<file path="config.mk">
export PLATFORM = sky130hd
export DESIGN_NAME = cordic_sincos
export DESIGN_NICKNAME = d
export VERILOG_FILES = /design/src/rtl/cordic_pkg.sv /design/src/rtl/cordic_atan_lut.sv /design/src/rtl/cordic_sincos.sv
export SDC_FILE = /design/constraint.sdc
export NUM_CORES = 1
export LEC_CHECK = 0
export CORE_MARGIN = 2
export CORE_UTILIZATION = 40
export DETAILED_ROUTE_END_ITERATION = 6
export PLACE_DENSITY = 0.57
export SETUP_SLACK_MARGIN = 0.2
export SLEW_MARGIN = 20
export SYNTH_ARGS = -nofsm -noshare
export SYNTH_HDL_FRONTEND = slang
export SYNTH_SLANG_ARGS = --single-unit
export TNS_END_PERCENT = 100
</file>
<file path="constraint.sdc">
create_clock -name clk -period 5.5 [get_ports clk]
set_clock_uncertainty 0.05 [all_clocks]
set_input_delay 0.55 -clock clk [delete_from_list [all_inputs] [get_ports clk]]
set_output_delay 0.55 -clock clk [all_outputs]
set_load 0.05 [all_outputs]
</file>
<file path="src/rtl/cordic_pkg.sv">
// Shared constants and state encoding for the iterative CORDIC sine/cosine engine.
// Reference values are held at 2^-32 resolution and rounded to the requested FRAC.
package cordic_pkg;

    typedef enum logic [1:0] {StIdle, StLoad, StRot, StOut} cordic_state_e;

    function automatic longint scale_round(input longint v, input int unsigned frac);
        if (frac >= 32) begin
            return v <<< (frac - 32);
        end
        return (v + (longint'(1) <<< (31 - frac))) >>> (32 - frac);
    endfunction

    // round(atan(2^-i) * 2^32); beyond i=11 the cubic term is below half an LSB.
    function automatic longint atan_val(input int unsigned i, input int unsigned frac);
        longint v;
        case (i)
            0:  v = 64'sd3373259426;
            1:  v = 64'sd1991351318;
            2:  v = 64'sd1052175346;
            3:  v = 64'sd534100635;
            4:  v = 64'sd268086748;
            5:  v = 64'sd134174063;
            6:  v = 64'sd67103403;
            7:  v = 64'sd33553749;
            8:  v = 64'sd16777131;
            9:  v = 64'sd8388597;
            10: v = 64'sd4194303;
            default: v = (i < 32) ? (longint'(1) <<< (32 - i)) : longint'(0);
        endcase
        return scale_round(v, frac);
    endfunction

    function automatic longint k_val(input int unsigned frac);
        return scale_round(64'sd2608131496, frac);
    endfunction

    function automatic longint pi_val(input int unsigned frac);
        return scale_round(64'sd13493037705, frac);
    endfunction

    function automatic longint pi_half_val(input int unsigned frac);
        return scale_round(64'sd6746518852, frac);
    endfunction

endpackage

</file>
<file path="src/rtl/cordic_atan_lut.sv">
// Combinational arctangent table: idx -> round(atan(2^-idx) * 2^FRAC), W+2 bits wide.
module cordic_atan_lut
    import cordic_pkg::*;
#(
    parameter int unsigned W    = 32,
    parameter int unsigned FRAC = 16,
    parameter int unsigned ITER = 16,
    localparam int unsigned IW  = $clog2(ITER)
) (
    input  logic [IW-1:0]       idx,
    output logic signed [W+1:0] atan
);

    logic signed [W+1:0] rom [ITER];

    for (genvar g = 0; g < ITER; g++) begin : g_rom
        assign rom[g] = (W+2)'(atan_val(g, FRAC));
    end

    assign atan = rom[idx];

endmodule

</file>
<file path="src/rtl/cordic_sincos.sv">
// Iterative CORDIC rotation: one micro-rotation per cycle, sine and cosine from one run,
// quadrant fold into [-pi/2, pi/2] and range error for |angle| > pi.
module cordic_sincos
    import cordic_pkg::*;
#(
    parameter int unsigned W    = 32,
    parameter int unsigned FRAC = 16,
    parameter int unsigned ITER = 16
) (
    input  logic                clk,
    input  logic                rst_n,
    input  logic                start,
    input  logic signed [W-1:0] angle,
    output logic                busy,
    output logic                done,
    output logic                err,
    output logic signed [W-1:0] sin_out,
    output logic signed [W-1:0] cos_out
);

    localparam int unsigned IW = $clog2(ITER);
    localparam int unsigned XW = W + 2;
    localparam logic signed [XW-1:0] KVal   = XW'(k_val(FRAC));
    localparam logic signed [XW-1:0] PiVal  = XW'(pi_val(FRAC));
    localparam logic signed [XW-1:0] PiHalf = XW'(pi_half_val(FRAC));
    localparam logic signed [W-1:0]  One    = W'(longint'(1) <<< FRAC);
    localparam logic [IW-1:0]        LastIdx = IW'(ITER - 1);

    cordic_state_e        state;
    logic signed [W-1:0]  angle_q;
    logic signed [XW-1:0] x, y, z;
    logic [IW-1:0]        idx;
    logic                 negate;
    logic                 range_err;

    logic signed [XW-1:0] atan_i, angle_ext, x_shr, y_shr, x_nxt, y_nxt, z_nxt;
    logic signed [W-1:0]  cos_sat, sin_sat;

    function automatic logic signed [W-1:0] sat(input logic signed [W-1:0] t);
        if (t > One) return One;
        if (t < -One) return -One;
        return t;
    endfunction

    cordic_atan_lut #(
        .W   (W),
        .FRAC(FRAC),
        .ITER(ITER)
    ) u_lut (
        .idx (idx),
        .atan(atan_i)
    );

    always_comb begin
        angle_ext = XW'(angle_q);
        x_shr     = x >>> idx;
        y_shr     = y >>> idx;
        if (!z[XW-1]) begin
            x_nxt = x - y_shr;
            y_nxt = y + x_shr;
            z_nxt = z - atan_i;
        end else begin
            x_nxt = x + y_shr;
            y_nxt = y - x_shr;
            z_nxt = z + atan_i;
        end
        cos_sat = sat(x[W-1:0]);
        sin_sat = sat(y[W-1:0]);
    end

    always_ff @(posedge clk or negedge rst_n) begin
        if (!rst_n) begin
            state     <= StIdle;
            angle_q   <= '0;
            x         <= '0;
            y         <= '0;
            z         <= '0;
            idx       <= '0;
            negate    <= 1'b0;
            range_err <= 1'b0;
            busy      <= 1'b0;
            done      <= 1'b0;
            err       <= 1'b0;
            sin_out   <= '0;
            cos_out   <= '0;
        end else begin
            done <= 1'b0;
            unique case (state)
                StIdle: begin
                    // The done cycle is still IDLE; a start there must not be taken.
                    if (start && !done) begin
                        angle_q <= angle;
                        busy    <= 1'b1;
                        state   <= StLoad;
                    end
                end
                StLoad: begin
                    idx <= '0;
                    if (angle_ext > PiVal || angle_ext < -PiVal) begin
                        range_err <= 1'b1;
                        negate    <= 1'b0;
                        x         <= '0;
                        y         <= '0;
                        z         <= '0;
                        state     <= StOut;
                    end else begin
                        range_err <= 1'b0;
                        x         <= KVal;
                        y         <= '0;
                        if (angle_ext > PiHalf) begin
                            z      <= angle_ext - PiVal;
                            negate <= 1'b1;
                        end else if (angle_ext < -PiHalf) begin
                            z      <= angle_ext + PiVal;
                            negate <= 1'b1;
                        end else begin
                            z      <= angle_ext;
                            negate <= 1'b0;
                        end
                        state <= StRot;
                    end
                end
                StRot: begin
                    x   <= x_nxt;
                    y   <= y_nxt;
                    z   <= z_nxt;
                    idx <= idx + IW'(1);
                    if (idx == LastIdx) begin
                        state <= StOut;
                    end
                end
                StOut: begin
                    err <= range_err;
                    if (range_err) begin
                        sin_out <= '0;
                        cos_out <= '0;
                    end else begin
                        sin_out <= negate ? -sin_sat : sin_sat;
                        cos_out <= negate ? -cos_sat : cos_sat;
                    end
                    done  <= 1'b1;
                    busy  <= 1'b0;
                    state <= StIdle;
                end
                default: state <= StIdle;
            endcase
        end
    end

endmodule

</file>
# ---- Yosys cells after proc, flatten, opt, wreduce, memory -nomap -nowiden
# Memories as Yosys holds them, arrays and structs flattened.
# Index checks and enable logic that the tools add are counted.
dict set report word_totals {
  regBits 209
  word_cells 94
  memories 1
  rom_bits 544
}
# name depth word_bits read_ports rd_clocked_by_memory_dff wr line
set mem_list {}
lappend mem_list {{(name not given)} 16 34 1 0 0 cordic_atan_lut.sv:20} ;# assign atan = rom[idx];
dict set report op_classes {
  reduce_logical 9
  mux 42
  bitwise 1
  eq_ne 6
  shift 2
  n_addsub 11
  n_lt_le_gt_ge 9
}
# operator count
set ops {}
lappend ops {{$mux 32} 12}
lappend ops {{$mux 34} 8}
lappend ops {{$pmux 34 s2} 3}
lappend ops {{$add 34x34->34} 3}
lappend ops {{$sub 34x34->34} 3}
lappend ops {{$gt 32x18->1 const B} 3}
lappend ops {{$sshr 34x4->34} 2}
lappend ops {{$lt 32x17->1 const B} 2}
lappend ops {{$neg 32->32} 2}
lappend ops {{$add 32x19->33 const B} 1}
lappend ops {{$sub 32x19->33 const B} 1}
lappend ops {{$gt 32x19->1 const B} 1}
lappend ops {{$lt 32x18->1 const B} 1}
lappend ops {{$lt 32x19->1 const B} 1}
lappend ops {{$mux 16} 1}
lappend ops {{$mux 1} 13}
lappend ops {{$pmux 2 s4} 1}
lappend ops {{$pmux 4 s2} 1}
lappend ops {{$reduce_and 2->1} 3}
lappend ops {{$ge 5x5->1 const B} 1}
lappend ops {{$not 4->5} 1}
lappend ops {{$add 4x1->4 const B} 1}
lappend ops {{$eq 2x2->1 const B} 2}
lappend ops {{$eq 4x4->1 const B} 1}
lappend ops {{other kinds (9)} 12}

# ---- Depth between registers and ports, before layout
# Gate-level depths: netlist of run 1.
dict set report depth {
  word_depth 8
  mapped_depth 29
}

# ---- Hierarchy
# A second synthesis of run 1 with hierarchy kept.
dict set report hier_totals {
  hier_cells 2614
  area_unflattened_um2 22252.6
}
# module cells_each area_each_um2 seq_area_each_um2 instances
set by_module_without_submodules {}
lappend by_module_without_submodules {cordic_sincos 2549 21770.9 5230.0 1}
lappend by_module_without_submodules {cordic_atan_lut 65 481.7 0.0 1}

# ---- Worst setup path before layout of run 1
# Ideal clock, no wire load.
dict set report synth_path {
  path_kind {reg-to-reg}
  from {reg idx[0]}
  to {reg z[25]}
  t_arrival_ns 5.758
  path_stages_with_launch 26
  slack_ns -0.434
  t_required_ns 5.324
  synth_period_minus_slack_ns 5.934
  setup_time_ns 0.126
  cell_sequence {dfrtp_1 > buf_2 > inv_2 > buf_4 > clkbuf_1 > clkbuf_1 > ha_1 > nor2b_1 > a211oi_1 > a21oi_1 > ha_1 > nand3_1 > nor3_1 > nor2_1 > xnor2_1 > ha_1 > nand3_1 > nor3_1 > a221oi_1 > o21ai_0 > o31ai_1 > o21ai_0 > a41o_1 > a21oi_1 > xnor2_1 > a221o_1}
}
dict set report synth_between {
  elab_chain_cells 7
  elab_cells_between_ends 8
  classes_between {2 x add/sub; 4 x mux; 1 x bitwise; 1 x memory}
}
# item line
set synth_rtl {}
lappend synth_rtl {{start: declaration} cordic_sincos.sv:32} ;# logic [IW-1:0] idx;
lappend synth_rtl {{start signal: assignment} cordic_sincos.sv:127} ;# idx <= idx + IW'(1);
lappend synth_rtl {{$not 4->5 (implied by the code) (*)} cordic_atan_lut.sv:20}
lappend synth_rtl {{$mem_v2 16x34 (*)} n/a}
lappend synth_rtl {{$mux 34 (implied by the code) (*) (2 in series)} cordic_atan_lut.sv:20}
lappend synth_rtl {{$sub 34x34->34 / $add 34x34->34 (equally long branches)} {cordic_sincos.sv:61, cordic_sincos.sv:65}}
lappend synth_rtl {{$mux 34 (*)} cordic_sincos.sv:58} ;# if (!z[XW-1]) begin
lappend synth_rtl {{$pmux 34 s2 (*)} cordic_sincos.sv:88} ;# unique case (state)
lappend synth_rtl {{end signal: assignment} cordic_sincos.sv:111} ;# z <= angle_ext - PiVal;
lappend synth_rtl {{end signal: assignment} cordic_sincos.sv:114} ;# z <= angle_ext + PiVal;
lappend synth_rtl {{end signal: assignment} cordic_sincos.sv:117} ;# z <= angle_ext;
lappend synth_rtl {{end: declaration} cordic_sincos.sv:31} ;# logic signed [XW-1:0] x, y, z;
# Mark *: on every way between the ends. The rest lies on a longest branch, timed or not. The select of a mux whose other input is x is not followed.
# A chain may end at the register's enable or synchronous reset.

# ---- Worst setup path after layout of run 1
dict set report layout_path {
  from {reg idx[3]}
  to {reg x[33]}
}
dict set report layout_between {
  elab_chain_cells 4
  elab_cells_between_ends 5
  classes_between {2 x add/sub; 1 x shift; 2 x mux}
}
# item line
set layout_rtl {}
lappend layout_rtl {{$sshr 34x4->34 (*)} cordic_sincos.sv:57} ;# y_shr = y >>> idx;
lappend layout_rtl {{$sub 34x34->34 / $add 34x34->34 (equally long branches)} {cordic_sincos.sv:59, cordic_sincos.sv:63}}
lappend layout_rtl {{$mux 34 (*)} cordic_sincos.sv:58}
lappend layout_rtl {{$pmux 34 s2 (*)} cordic_sincos.sv:88}
lappend layout_rtl {{end signal: assignment} cordic_sincos.sv:108} ;# x <= KVal;
lappend layout_rtl {{end signal: assignment} cordic_sincos.sv:124} ;# x <= x_nxt;
lappend layout_rtl {{end: declaration} cordic_sincos.sv:31}
# Mark *: on every way between the ends. The rest lies on a longest branch, timed or not.

==> reports/qor.csv, run 1 <==
metric,value,unit
status,finished clean,
Root Buffer,clkbuf_16,
GP Congestion,0.995,
Syn Area/Cell,8.29,sq um
I/O Pins,102,
sequential share of the synthesized area,23.8,%
Initial Util,40.6,%
critical path launch point,idx[3],
Setup crit end kind,flop,
vias per cell,6.21,
sw frac,51.2,%
fillers,5151,
FF-to-FF End,x[33],
core footprint,54000,sq um
most frequent cells in the layout,"buf_4 (235), nor2_1 (224), a21oi_1 (210)",
setup TNS,0,ps
Nets,3009,
total gr overflow,0,
number of synthesized flops with an enable pin,0,
CTS sink count,209,
Logic pwr share,76.1,%
Final Max Tran Viols,0,
Syn-to-layout area delta,22.2,%
fin worst setup slack,175,ps
WP data required,5900,ps
max incr delay on CP,460,ps
post-placement cell count,3448,
R2R depth,22,
sequential power share,13.3,%
1st-iter DRT viols,1669,
Die H,238,um
Final period util,96.8,%
Post-synth ARST share,100,%
synthesized instance count,2648,
CP startpoint kind,flop,
Hold Crit Depth,2,
syn nets,2808,
initial antenna violation count,1,
Int Power,9.43,mW
Reg2Reg Setup Slack,180,ps
share of layout cells above drive strength 1,20.4,%
mapped cell area,22000,sq um
vias in the first global route,21300,
clk_lat worst skew,600,ps
critical-path cell list,buf_4 > buf_6 > mux2_2 > mux2i_1 > o211ai_1 > o22ai_1 > and3_4 > and4_4 > nand3_4 > nor4_4 > nor2_1 > xnor2_1 > ha_1 > buf_4 > nand4_1 > nor2_2 > nand4_1 > o21ai_2 > a41o_1 > o31a_1 > nor3_1 > or3b_1,
Final Hold Viols,0,
largest net degree at the start of global routing,107,
Setup CP Type,flop to flop,
gr usage total,27.7,%
Routed Antenna Nets,0,
"most common cell after layout, fill and taps aside",buf_4,
final non-filler cell total,3567,
clock share of power,10.6,%
Port Buffers,101,
RSZ-0062 raised after global routing,true,
Critical-path top delay cell,dfrtp_4,
post-placement cell area,24600,sq um
CTS Buf Count,28,
Max Clk Rate,0.188,GHz
Clock transition at path regs,60,ps
Setup WS pre-CTS,-198,ps
cell area after layout,26800,sq um
Critical path buffers and inverters,3,
Leak,11.3,nW
R2R Path Start,idx[3],
Sw Pwr,9.87,mW
Max rail drop VDD,0.522,mV
CP max FO,30,
Max Cap Violations,0,
residual DRC count,0,
Final Core Density,49.7,%
"Primary FF master, synth",dfrtp_1,
Power Total,19.3,mW
first-pass GRT wire length,123000,um
TritonCTS clock tree,built,
Via Count,22200,
worst-margin pin slew,1040,ps
Die ar.,56800,sq um
#FFs+latches synth,209,
min cycle time layout,5320,ps
final setup vio count,0,
Routed WL per cell,22.8,um
worst rel slew slack,31.0,%
WP data arrival,5720,ps
Die Span X,238,um
hold path start,sin_out[20],
H-tree levels,1,
Pwr Density,719,nW/um^2
Synth Warn #,0,
# rows,85,
Hold WS,433,ps
DRT Wirelength,81400,um
post-synth cell types,102,
CP Depth,22,
cell family with most CP delay,simple AND/OR/NAND/NOR gates,
critical path endpoint,x[33],
dpl hpwl,60100,um
min-delay worst type,flop to flop,
drt first pass iters,5,
Max Buffers Root-to-Sink,3,
## layer usage
| metal | routed length, um | GRT usage, % |
|---|---|---|
| met5 | 0 | 0 |
| met4 | 4330 | 12.9 |
| met3 | 5380 | 4.66 |
| met2 | 38100 | 46.4 |
| met1 | 33600 | 34.7 |
## cells in the mapped netlist (71+ instances only)
cell type | n | area [sq um]
inv_1 | 90 | 338
o21ai_0 | 164 | 821
nand2_1 | 198 | 743
clkbuf_1 | 137 | 514
xnor2_1 | 132 | 1160
nor2_1 | 231 | 867
mux2i_1 | 73 | 731
a21oi_1 | 217 | 1090
mux2_2 | 79 | 890
dfrtp_1 | 209 | 5230
nand3_1 | 72 | 360
xor2_1 | 71 | 622
ha_1 | 122 | 1530
## power groups by stage
stage | Sequential, mW | Combinational, mW | Clock [mW]
final | 2.57 | 14.7 | 2.04
after global routing | 2.61 | 15.9 | 2.12
after CTS | 2.54 | 13.6 | 2.07
after detailed placement | 2.57 | 13.3 | 0
after global placement | 2.56 | 13.1 | 0
after floorplan | 2.22 | 9.88 | 0
## layout make-up
type | count | area, sq um | share of cell area (%)
flip-flops and latches | 209 | 5240 | 19.5
diodes | 1 | 2.50 | 0.00932
clock inverters | 12 | 196 | 0.732
multi-input cells | 2153 | 16100 | 60.2
repair buffers | 364 | 3210 | 12.0
clock buffers | 39 | 813 | 3.03
well taps | 696 | 871 | 3.24
inverters | 93 | 357 | 1.33
## how the worst min path moves through the flow
stage / slack (ps) / end
2_1_floorplan: 200 / angle_q[0]
3_3_place_gp: 420 / sin_out[20]
3_5_place_dp: 420 / sin_out[20]
4_1_cts: 440 / sin_out[20]
5_1_grt: 470 / sin_out[8]
6_report: 430 / sin_out[20]
## sequential cells by signal, indices dropped and copies added, names as in the netlist, 2 cells and up
| name | count |
|---|---|
| y | 34 |
| state | 2 |
| idx | 4 |
| z | 34 |
| cos_out | 32 |
| angle_q | 32 |
| sin_out | 32 |
| x | 34 |
## worst reg2reg max path, delay by kind of cell, from the launching register on
family	cells	cell delay [ps]
muxes	2	750
buffers and inverters	3	610
adders and majority gates	1	300
DFF	1	460
and+or+nand+nor	10	1840
xor gates and xnor gates	1	140
AOI/OAI and AO/OA	5	1010
## kinds of logic (layout without fill, tap and decap cells)
kind of cell	after synthesis	count (layout)	share of synthesized area, %
AO/OA/AOI/OAI	849	849	25.7
XOR/XNOR	203	203	8.10
buffers and inverters	286	508	5.76
other	0	1	0
adder cells (fa/ha/maj)	125	125	7.23
flip-flops	209	209	23.8
AND/OR/NAND/NOR	779	779	17.3
multiplexers	197	197	12.1
## what timing repair did
action                                 4_1_cts  5_1_grt
endpoints found under the hold margin       10        0
hold buffers                                 1        0
pin swaps                                   17       76
gates resized for setup                     29      127
cloned                                       0        2
setup endpoints to repair                   16       37
setup buffers                               21       43
Power figures use the tool's default switching activity.
==> run 2, diff against run 1 <==
- PLACE_DENSITY: 0.57 -> default
- RECOVER_POWER: default -> 25
==> run 2 against run 1 <==
The flow now finishes with violations (capacitance limit, slew limit). Highest routed layer unchanged. Maximum frequency rose by 0.62%. Routed wire length rose by 1.8%. Register-to-register slack better by 30 ps. Design area is 0.72% lower. Die area unchanged. Non-clock buffer count grew 4. Critical endpoint is now y[31].
==> reports/qor.csv, run 2 (synthesized netlist as in run 1, its figures left out) <==
metric,value,unit,change
DRT Wirelength,82800,um,was 81400 um
residual DRC count,0,,unchanged
Leak,11.2,nW,was 11.3 nW
Final Core Density,49.3,%,was 49.7%
cell area after layout,26600,sq um,was 26800 sq um
Die H,238,um,unchanged
final setup vio count,0,,unchanged
Routed WL per cell,23.2,um,was 22.8 um
Max Clk Rate,0.189,GHz,was 0.188 GHz
vias per cell,6.25,,was 6.21
GP Congestion,1.01,,was 0.995
hold path start,cos_out[23],,was sin_out[20]
1st-iter DRT viols,1762,,was 1669
Die Span X,238,um,unchanged
Hold Crit Depth,2,,unchanged
most frequent cells in the layout,"buf_4 (247), nor2_1 (226), a21oi_1 (209)",,"was buf_4 (235), nor2_1 (224), a21oi_1 (210)"
Max rail drop VDD,0.396,mV,was 0.522 mV
CTS Buf Count,28,,unchanged
Max Cap Violations,3,,was 0
CTS sink count,209,,unchanged
Storage cell area,5240,sq um,unchanged
gr usage total,28.4,%,was 27.7%
min-delay worst type,flop to flop,,unchanged
Final Hold Viols,0,,unchanged
Reg2Reg Setup Slack,210,ps,was 180 ps
core footprint,54000,sq um,unchanged
Root Buffer,clkbuf_16,,unchanged
WP data arrival,5590,ps,was 5720 ps
CP max FO,7,,was 30
Power Total,19.2,mW,was 19.3 mW
FF-to-FF End,y[31],,was x[33]
"most common cell after layout, fill and taps aside",buf_4,,unchanged
H-tree levels,1,,unchanged
Largest regs,"x (34), y (34), z (34)",,unchanged
Nets,3013,,was 3009
initial antenna violation count,1,,unchanged
R2R depth,20,,was 22
Setup CP Type,flop to flop,,unchanged
TritonCTS clock tree,built,,unchanged
vias in the first global route,21900,,was 21300
Pwr Density,722,nW/um^2,was 719 nW/um^2
post-placement cell area,24700,sq um,was 24600 sq um
first-pass GRT wire length,127000,um,was 123000 um
Port Buffers,101,,unchanged
Via Count,22300,,was 22200
Worst Hold End,cos_out[23],,was sin_out[20]
Initial Util,40.6,%,unchanged
status,finished with violations,,was finished clean
I/O Pins,102,,unchanged
total gr overflow,0,,unchanged
largest net degree at the start of global routing,130,,was 107
Final period util,96.2,%,was 96.8%
Final Max Tran Viols,177,,was 0
footprint of the multi-input gates,16000,sq um,was 16100 sq um
clk_lat worst skew,590,ps,was 600 ps
share of layout cells above drive strength 1,20.3,%,was 20.4%
drt first pass iters,6,,was 5
fillers,5112,,was 5151
min cycle time layout,5290,ps,was 5320 ps
# rows,85,,unchanged
Clock transition at path regs,70,ps,was 60 ps
Routed Antenna Nets,0,,unchanged
RSZ-0062 raised after global routing,true,,unchanged
dpl hpwl,61100,um,was 60100 um
R2R Path Start,idx[1],,was idx[3]
worst-margin pin slew,3910,ps,was 1040 ps
Max Buffers Root-to-Sink,3,,unchanged
CP startpoint kind,flop,,unchanged
Setup crit end kind,flop,,unchanged
Syn-to-layout area delta,21.4,%,was 22.2%
Die ar.,56800,sq um,unchanged
WP data required,5800,ps,was 5900 ps
worst rel slew slack,-161,%,was 31.0%
Hold WS,433,ps,about the same
failing checks,"capacitance limit, slew limit",,
## run 2: cell types whose count changed in the layout (fill, tap and decap cells not counted), sizes merged
| cell | change |
|---|---|
| clkinv | +4 |
| inv | +1 |
| bufinv | -3 |
| clkdlybuf4s25 | +1 |
| clkbuf | -2 |
| clkinvlp | +1 |
| buf | +2 |
| bufbuf | +1 |
## run 2: critical path: stages (launching register included)
cell and delay (ps):
dfrtp_4 530, buf_6 160, mux4_2 520, mux4_2 550
a211oi_2 280, buf_4 170, nand4_4 150, nor2_4 130
a21oi_1 90, xor2_1 160, ha_1 330, nand2_2 80
or4_4 510, a211oi_2 230, nand3b_1 240, a221oi_4 120
o21ai_4 240, buf_4 150, a21oi_1 70, xor2_1 190
o22ai_1 100
## run 2: where the power goes
| part | total, mW | switching [mW] | internal (mW) |
|---|---|---|---|
| combinational | 14.7 | 8.52 | 6.22 |
| sequential | 2.56 | 0.633 | 1.93 |
| clock | 1.94 | 0.796 | 1.15 |
| total | 19.2 | 9.95 | 9.29 |
## run 2: repair_timing
action / CTS / global route
resized for setup: 25 / 103
gates cloned: 1 / 0
pin swaps: 15 / 63
setup buffers: 28 / 29
endpoints found under the hold margin: 80 / 0
hold buffers: 1 / 0
endpoints found under the setup margin: 12 / 34
## run 2: layer usage
layer / part of all wire, % / track usage [%]
met5: 0 / 0
met4: 5.7 / 14.0
met3: 6.6 / 3.56
met2: 47 / 48.1
met1: 41 / 35.7
## run 2: through the flow
| stage | setup slack, ps | cells | TNS [ps] |
|---|---|---|---|
| after global routing | -20.6 | 3571 | -20.6 |
| final | 208 | 3572 | 0 |
| after CTS | 196 | 3542 | 0 |
| after detailed placement | -54.8 | 3460 | -69.7 |
| after floorplan | 202 | 2648 | 0 |
| after global placement | 76.3 | 3460 | 0 |
## run 2: worst max-delay path by stage
| stage | endpoint | slack [ps] | cells past startpoint | from |
|---|---|---|---|---|
| 3_3_place_gp | x[33] | 80 | 22 | idx[3] |
| 5_1_grt | y[33] | -20 | 22 | idx[1] |
| 4_1_cts | y[33] | 200 | 22 | idx[1] |
| 2_1_floorplan | y[29] | 200 | 28 | idx[1] |
| 3_5_place_dp | y[33] | -50 | 21 | idx[1] |
| 6_report | y[31] | 210 | 20 | idx[1] |
## run 2: area by class of cell
class                           count  share of cell area (%)
Multi-Input combinational cell   2153                    60.1
Sequential cell                   209                    19.7
Timing Repair Buffer              368                    12.0
Tap cell                          696                    3.27
Clock buffer                       37                    3.10
Inverter                           93                    1.31
Clock inverter                     15                   0.545
Antenna cell                        1                 0.00939
